**config.mk**
```make
export PLATFORM = sky130hd
export DESIGN_NAME = weight_buffer_loader
export DESIGN_NICKNAME = d
export VERILOG_FILES = /design/src/rtl/weight_buffer_loader.sv
export SDC_FILE = /design/constraint.sdc
export NUM_CORES = 1
export LEC_CHECK = 0
export ABC_AREA = 1
export CORE_MARGIN = 2
export CORE_UTILIZATION = 46
export CTS_BUF_LIST = sky130_fd_sc_hd__clkbuf_4 sky130_fd_sc_hd__clkbuf_8
export DETAILED_ROUTE_END_ITERATION = 8
export GPL_TIMING_DRIVEN = 0
export PLACE_DENSITY = 0.78
export SKIP_CTS_REPAIR_TIMING = 1
export SLEW_MARGIN = 20
export SYNTH_ARGS = -nofsm -noshare
export SYNTH_HDL_FRONTEND = slang
export SYNTH_SLANG_ARGS = --single-unit
export TNS_END_PERCENT = 30
```
**constraint.sdc**
```tcl
create_clock -name clk -period 1.4 [get_ports clk]
set_input_delay 0.28 -clock clk [delete_from_list [all_inputs] [get_ports clk]]
set_output_delay 0.28 -clock clk [all_outputs]
set_load 0.01 [all_outputs]
```
**src/rtl/weight_buffer_loader.sv**
```systemverilog
// Write-side feeder for the CNN weight buffer: turns a valid/ready weight stream into
// single-cycle buffer writes per load job. Define WEIGHT_LOADER_CHECKSUM_EN to add the running checksum output.
module weight_buffer_loader #(
    parameter int DATA_W = 8,
    parameter int ADDR_W = 4
) (
    input  logic                       clk,
    input  logic                       reset,
    input  logic                       start,
    input  logic [ADDR_W-1:0]          base_addr,
    input  logic [ADDR_W:0]            length,
    input  logic                       abort,
    input  logic                       in_valid,
    input  logic [DATA_W-1:0]          in_data,
    output logic                       in_ready,
    output logic                       wrb,
    output logic [ADDR_W-1:0]          wrb_addr,
    output logic [DATA_W-1:0]          wrb_data,
    output logic                       busy,
`ifdef WEIGHT_LOADER_CHECKSUM_EN
    output logic                       done,
    output logic signed [DATA_W+3:0]   checksum
`else
    output logic                       done
`endif
);

    localparam logic [ADDR_W:0] DEPTH = {1'b1, {ADDR_W{1'b0}}};

    typedef enum logic [1:0] {
        IDLE,
        LOAD,
        DONE
    } state_t;

    state_t              state_q, state_d;
    logic [ADDR_W-1:0]   base_q, base_d;
    logic [ADDR_W:0]     len_q, len_d;
    logic [ADDR_W:0]     count_q, count_d;
    logic                wrb_q, wrb_d;
    logic [ADDR_W-1:0]   addr_q, addr_d;
    logic [DATA_W-1:0]   data_q, data_d;

    logic [ADDR_W:0]     len_clamped;
    logic                job_start;
    logic                accept;
    logic                last_word;

    assign len_clamped = (length > DEPTH) ? DEPTH : length;
    assign job_start   = (state_q == IDLE) && start && !abort;
    // A handshake coinciding with abort is dropped, so it never counts or writes.
    assign accept      = (state_q == LOAD) && in_valid && !abort;
    assign last_word   = (count_q == (len_q - 1'b1));

    always_comb begin
        state_d = state_q;
        base_d  = base_q;
        len_d   = len_q;
        count_d = count_q;
        wrb_d   = 1'b0;
        addr_d  = addr_q;
        data_d  = data_q;
        case (state_q)
            IDLE: begin
                if (job_start) begin
                    base_d  = base_addr;
                    len_d   = len_clamped;
                    count_d = '0;
                    state_d = (len_clamped == '0) ? DONE : LOAD;
                end
            end
            LOAD: begin
                if (abort) begin
                    state_d = IDLE;
                end else if (accept) begin
                    wrb_d   = 1'b1;
                    addr_d  = base_q + count_q[ADDR_W-1:0];
                    data_d  = in_data;
                    count_d = count_q + 1'b1;
                    if (last_word) begin
                        state_d = DONE;
                    end
                end
            end
            DONE: begin
                state_d = IDLE;
            end
            default: begin
                state_d = IDLE;
            end
        endcase
    end

    always_ff @(posedge clk or negedge reset) begin
        if (!reset) begin
            state_q <= IDLE;
            base_q  <= '0;
            len_q   <= '0;
            count_q <= '0;
            wrb_q   <= 1'b0;
            addr_q  <= '0;
            data_q  <= '0;
        end else begin
            state_q <= state_d;
            base_q  <= base_d;
            len_q   <= len_d;
            count_q <= count_d;
            wrb_q   <= wrb_d;
            addr_q  <= addr_d;
            data_q  <= data_d;
        end
    end

    assign in_ready = (state_q == LOAD);
    assign busy     = (state_q == LOAD);
    assign done     = (state_q == DONE);
    assign wrb      = wrb_q;
    assign wrb_addr = addr_q;
    assign wrb_data = data_q;

`ifdef WEIGHT_LOADER_CHECKSUM_EN
    logic signed [DATA_W+3:0] checksum_q, checksum_d;

    // The sum keeps its partial value on abort and is only cleared by a new job.
    always_comb begin
        checksum_d = checksum_q;
        if (job_start) begin
            checksum_d = '0;
        end else if (accept) begin
            checksum_d = checksum_q + {{4{in_data[DATA_W-1]}}, in_data};
        end
    end

    always_ff @(posedge clk or negedge reset) begin
        if (!reset) begin
            checksum_q <= '0;
        end else begin
            checksum_q <= checksum_d;
        end
    end

    assign checksum = checksum_q;
`endif

endmodule

```
==> results.txt, run 1 <==
RSZ-0062 raised after global routing: true
Clk_lat worst skew: 0.32 ns
Hold Fails Final Rpt: 29
Seq/Total Area, Yosys: 46.7%
R2r setup slk: -0.09 ns
Synth Area per Inst: 7.84 um2
Hold Slack: -0.0322 ns
Reg-to-Reg End: base_q[1]$_DFFE_PN0P_
Synth unique cells: 26
P_leak: 0.00126 uW
Fin util: 65.4%
PwrDens: 1880 mW/mm2
Slew Viols, Final: 0
Max Cap Viol: 0
CP arrival: 1.70 ns
Clock Tree Root: clkbuf_4
Comb pwr share: 52.9%
Sequential power share: 35.1%
Hpwl dp: 2280 um
F_max: 0.672 GHz
Ratio of cells with drive above 1 in the final layout: 15.7%
First-pass DRT Iterations: 4
Status: finished, violations left
Final GP Congestion: 0.848
Core area: 0.00328 mm2
Clock network fraction of design power: 12.1%
Metal3 WL: 121 um
Highest fanout seen on the critical path: 10
Relative slew slack: 58.3%
NetSw: 1640 uW
CTS Buf Count: 5
Routed length on met1: 1500 um
DRT antenna net count: 0
Top cell type's share of synthesized area: 46.7%
CTS tree: done
First-pass GRT wire length: 5200 um
Nets: 276
Register clock-pin slew on the reported worst setup and hold paths: 0.09 ns
Sw Share: 40.6%
Number of global-route vias before repair: 1186
Synthesized flop and latch total: 29
Chip width: 62.1 um
Io pins: 38
Average wire per standard cell: 10.6 um
Die ar.: 0.00386 mm2
Sink Count: 29
Area Overhead vs Synth: 38.4%
Worst min path class: in2async
CTS H-Tree Depth: 2
Syn. warnings: 0
Gr ovfl total: 0
Syn nets: 226
Worst R2R Start: state_q[1]$_DFFE_PN0P_
Internal: 2400 uW
Largest net degree at the start of global routing: 30
Worst setup SP type: flop
Met2 WL: 1480 um
Syn Inst Count: 198
Failing checks: negative hold slack, negative setup slack
GRT Total Usage: 17.0%
Final setup vio count: 12
Layout fillers: 261
Largest vdd supply drop: 0.916 mV
Least-Margin Pin Slew: 0.626 ns
I/O Buffers: 37
Final worst-path cycle share: 106%
Min Tclk post-route: 1.49 ns
Longest Clk Path Bufs: 2
Synth Cell Area: 0.00155 mm2
Initial antenna violation count: 0
Die Height: 62.1 um
FF-to-FF path depth: 9
Via count: 1342
Min setup slack post-route: -0.0875 ns
Setup CP Type: reg2reg
Highest Signal Layer: met4
Drt first-iter violations: 43
Layout Skew: 0.00488 ns
Place WS: -0.344 ns
Area contributors post-synth: dfrtp_1, nand2_1, inv_1, ha_1, nand3_1
Effective utilization at floorplan: 47.3%
Final WL: 3130 um
Leading area contributor after synthesis: dfrtp_1
Critical path capture point type: flop
Final routed DRC violation total: 0
Diodes inserted: 0
Via-to-Cell Ratio: 4.55
Critical Path RT: 1.61 ns
FP Rows: 21
## worst max path at each step
| stage | depth (start not counted) | to | slack (ns) | from |
|---|---|---|---|---|
| 3_5_place_dp | 8 | base_q[1]$_DFFE_PN0P_ | -0.34 | abort |
| 6_report | 9 | base_q[1]$_DFFE_PN0P_ | -0.09 | state_q[1]$_DFFE_PN0P_ |
| 2_1_floorplan | 10 | state_q[0]$_DFFE_PN0P_ | 0.05 | len_q[0]$_DFFE_PN0P_ |
| 4_1_cts | 5 | in_ready | -0.63 | state_q[1]$_DFFE_PN0P_ |
| 3_3_place_gp | 1 | wrb_data[5]$_DFFE_PN0P_ | -0.45 | reset |
| 5_1_grt | 9 | base_q[3]$_DFFE_PN0P_ | -0.18 | state_q[1]$_DFFE_PN0P_ |
## kinds of logic (layout without fill, tap and decap cells)
logic type,after synthesis,after routing,share of synthesized area (%)
AOI/OAI and AO/OA,17,17,6.93
xor gates and xnor gates,5,5,2.82
adders and majority gates,6,6,5.32
buffers and inverters,24,75,6.69
DFF,29,29,46.7
and+or+nand+nor,117,117,31.5
## layer usage
layer | track usage, % | vias to the layer above
met2 | 25.0 | 28
met1 | 24.2 | 597
met5 | 0 | -
li1 | - | 714
met4 | 7.50 | 0
met3 | 3.62 | 3
## state kept, by name, summed over array words and instances (netlist names)
| register | count |
|---|---|
| wrb_data | 8 |
| wrb | 1 |
| count_q | 5 |
| state_q | 2 |
| len_q | 5 |
| base_q | 4 |
| wrb_addr | 4 |
## critical path: stages, from the launching register on
cell	delay (ns)
dfrtp_1	0.41
inv_2	0.09
nand2_4	0.10
nor2_4	0.12
nand2_4	0.08
a21boi_4	0.19
nand2_2	0.10
buf_6	0.16
nor2_2	0.09
a21oi_2	0.03
## area by class of cell
| cell class | count | area (um2) | area share (%) |
|---|---|---|---|
| well taps | 46 | 57.6 | 2.68 |
| plain buffers | 5 | 38.8 | 1.81 |
| flip-flops and latches | 29 | 728 | 33.9 |
| clock buffers | 6 | 45.0 | 2.10 |
| multi-input cells | 145 | 747 | 34.8 |
| inverters | 19 | 73.8 | 3.44 |
| repair buffers | 43 | 448 | 20.9 |
| clock inverters | 2 | 10.0 | 0.466 |
## power groups by stage
stage               Sequential (uW)  Clock, uW  Combinational [uW]
finish                         1420        488                2140
global route                   1470        561                2430
CTS                            1400        512                2020
detailed placement             1410          0                2020
global placement               1410          0                1980
floorplan                      1450          0                1220
## synth_stat cells, drive strengths merged
library cell,instances
a21boi,1
a21oi,6
a31oi,1
buf,4
clkbuf,1
dfrtp,29
fa,1
ha,5
inv,19
nand2,89
nand3,11
nand4,1
nor2,14
nor3,1
o21ai,9
or2,1
xnor2,1
xor2,4
## per-stage QoR
stage,hold slack (ns),TNS (ns),instance area [um2],std cells,total power (uW)
detailed placement,0.339,-7.43,1980,281,3430
floorplan,-0.0156,0,1550,198,2680
CTS,-0.0167,-5.33,2030,289,3940
global placement,0.462,-19.80,1980,281,3390
finish,-0.0322,-0.676,2150,295,4040
global route,0.00285,-2.74,2150,295,4460
## cell usage in the layout (no fill, tap or decap)
cell type        count
nor2_2               2
ha_1                 4
buf_2                2
o21ai_1              1
xor2_1               4
a21oi_1              3
fa_1                 1
inv_2                2
a21boi_4             1
a31oi_1              1
dfrtp_2              2
nand2_2              1
clkbuf_4             6
buf_4                7
a21oi_2              3
o21ai_0              8
nand3_1             11
buf_6                4
nor2_4               2
ha_4                 1
nor3_1               1
inv_4                1
or2_2                1
xnor2_1              1
nand2_4              2
dfrtp_1             27
inv_1               16
clkdlybuf4s50_1     20
dlymetal6s2s_1      14
clkbuf_1             1
clkinv_2             2
nor2_1              10
nand2_1             86
nand4_1              1
No activity file was read; power rests on OpenSTA's default activity.
==> run 2: changes to the inputs <==
Settings changed: CORE_UTILIZATION 46 to 44, CTS_BUF_LIST sky130_fd_sc_hd__clkbuf_4 sky130_fd_sc_hd__clkbuf_8 to default, PLACE_DENSITY 0.78 to 0.75.
==> run 2 against run 1 <==
Net effect:
- the run still ends with negative hold slack, negative setup slack left
- sequential power hardly changed
- cell area is 4.3% higher
- fmax is 4.4% lower
- clock skew is 0.0055 ns higher
- final cell count is 1.0% higher
- routed wire length is 13% higher
- critical path type is now reg2out
==> results.txt, run 2 (synthesis results as in run 1) <==
Worst path max stage delay: 0.42 ns
FP Rows: 21
Nets: 280
Critical Path RT: 1.12 ns
Die Height: 63.4 um
Max Cap Viol: 0
Delay-heaviest family, CP: buffers and inverters
Effective utilization at floorplan: 46.2%
Largest net degree at the start of global routing: 30
Final routed DRC violation total: 0
Chip width: 63.4 um
Hold Fails Final Rpt: 29
Design area: 0.00224 mm2
Gr ovfl total: 0
Drt first-iter violations: 27
Crit-path cells: buf_6 > nand2_8 > inv_4 > buf_4 > buf_4
Area post-placement: 0.00198 mm2
Status: finished, violations left
RSZ-0062 raised after global routing: true
Crit path buffers/inverters: 4
Relative slew slack: 56.1%
Via-to-Cell Ratio: 4.75
Io pins: 38
Final setup vio count: 16
Placed insts: 281
Average wire per standard cell: 11.9 um
Hold Slack: -0.0331 ns
First-pass GRT wire length: 5460 um
Final WL: 3530 um
Sum Neg Setup Slack: -1.42 ns
Highest fanout seen on the critical path: 7
PwrDens: 2010 mW/mm2
P_leak: 0.00129 uW
Max reg flops: 8
CP arrival: 1.28 ns
Area Overhead vs Synth: 44.3%
Least-Margin Pin Slew: 0.658 ns
Commonest non-fill, non-tap cell in the layout: nand2_1
CTS Buf Count: 5
Layout Skew: 0.0103 ns
F_max: 0.643 GHz
Final std cells w/o fill: 298
Overall Power: 4490 uW
CTS H-Tree Depth: 2
Clk_lat worst skew: 0.33 ns
Min Tclk post-route: 1.56 ns
Most frequent cells in the layout: nand2_1, dfrtp_1, clkdlybuf4s50_1
Sink Count: 29
GRT Total Usage: 17.2%
Clock Tree Root: clkbuf_4
Initial antenna violation count: 0
Core area: 0.00336 mm2
Number of global-route vias before repair: 1240
Diodes inserted: 0
Final worst-path cycle share: 111%
Hpwl dp: 2330 um
Register clock-pin slew on the reported worst setup and hold paths: 0.10 ns
Failing checks: negative hold slack, negative setup slack
Slew Viols, Final: 0
Worst min path class: in2async
Largest vdd supply drop: 1.06 mV
Min setup slack post-route: -0.156 ns
Via count: 1415
First-pass DRT Iterations: 6
Longest Clk Path Bufs: 2
Fin util: 66.6%
Setup CP Type: reg2out
DRT antenna net count: 0
Final GP Congestion: 0.855
I/O Buffers: 37
Crit-path most repeated cell: buf_4
CTS tree: done
CP max stage cell: dfrtp_1
Ratio of cells with drive above 1 in the final layout: 20.6%
Worst setup SP type: flop
Die ar.: 0.00402 mm2
Critical path capture point type: output port
## run 2: final timing paths
kind                       slack, ns                 endpoint  cells past startpoint                     from
min in group clk                0.48  wrb_data[1]$_DFFE_PN0P_                      3               in_data[1]
setup / recovery               -0.16                 in_ready                      5   state_q[0]$_DFFE_PN0P_
hold reg to reg                 0.48  wrb_addr[3]$_DFFE_PN0P_                      2  wrb_addr[3]$_DFFE_PN0P_
setup reg to reg               -0.13     len_q[1]$_DFFE_PN0P_                      9   state_q[0]$_DFFE_PN0P_
max in group asynchronous       0.96   count_q[2]$_DFFE_PN0P_                      1                    reset
hold / removal                 -0.03   count_q[0]$_DFFE_PN0P_                      1                    reset
## run 2: where the power goes
part / internal [uW] / leakage [uW] / switching (uW)
clock: 363 / 0.0000410 / 288
sequential: 1170 / 0.000365 / 240
combinational: 1170 / 0.000883 / 1260
## run 2: metrics by stage
step	hold slack (ns)	setup WS (ns)
floorplan	-0.0156	0.0458
global placement	0.460	-0.444
detailed placement	0.339	-0.329
CTS	-0.0182	-0.658
global route	0.00628	-0.225
finish	-0.0331	-0.156
## run 2: final cells by class
type	instances	area [um2]
Fill cell	304	1120
Tap cell	46	57.6
Clock inverter	2	35.0
Inverter	19	73.8
Timing Repair Buffer	47	478
Sequential cell	29	728
Multi-Input combinational cell	145	792
Clock buffer	5	37.5
Buffer	5	38.8
## run 2: metal layers
layer	part of all wire, %	global-route usage, %	wire, um
met4	2.4	6.52	84
met1	44	23.0	1550
met2	49	26.8	1720
met3	5.3	4.46	187
met5	0	0	0
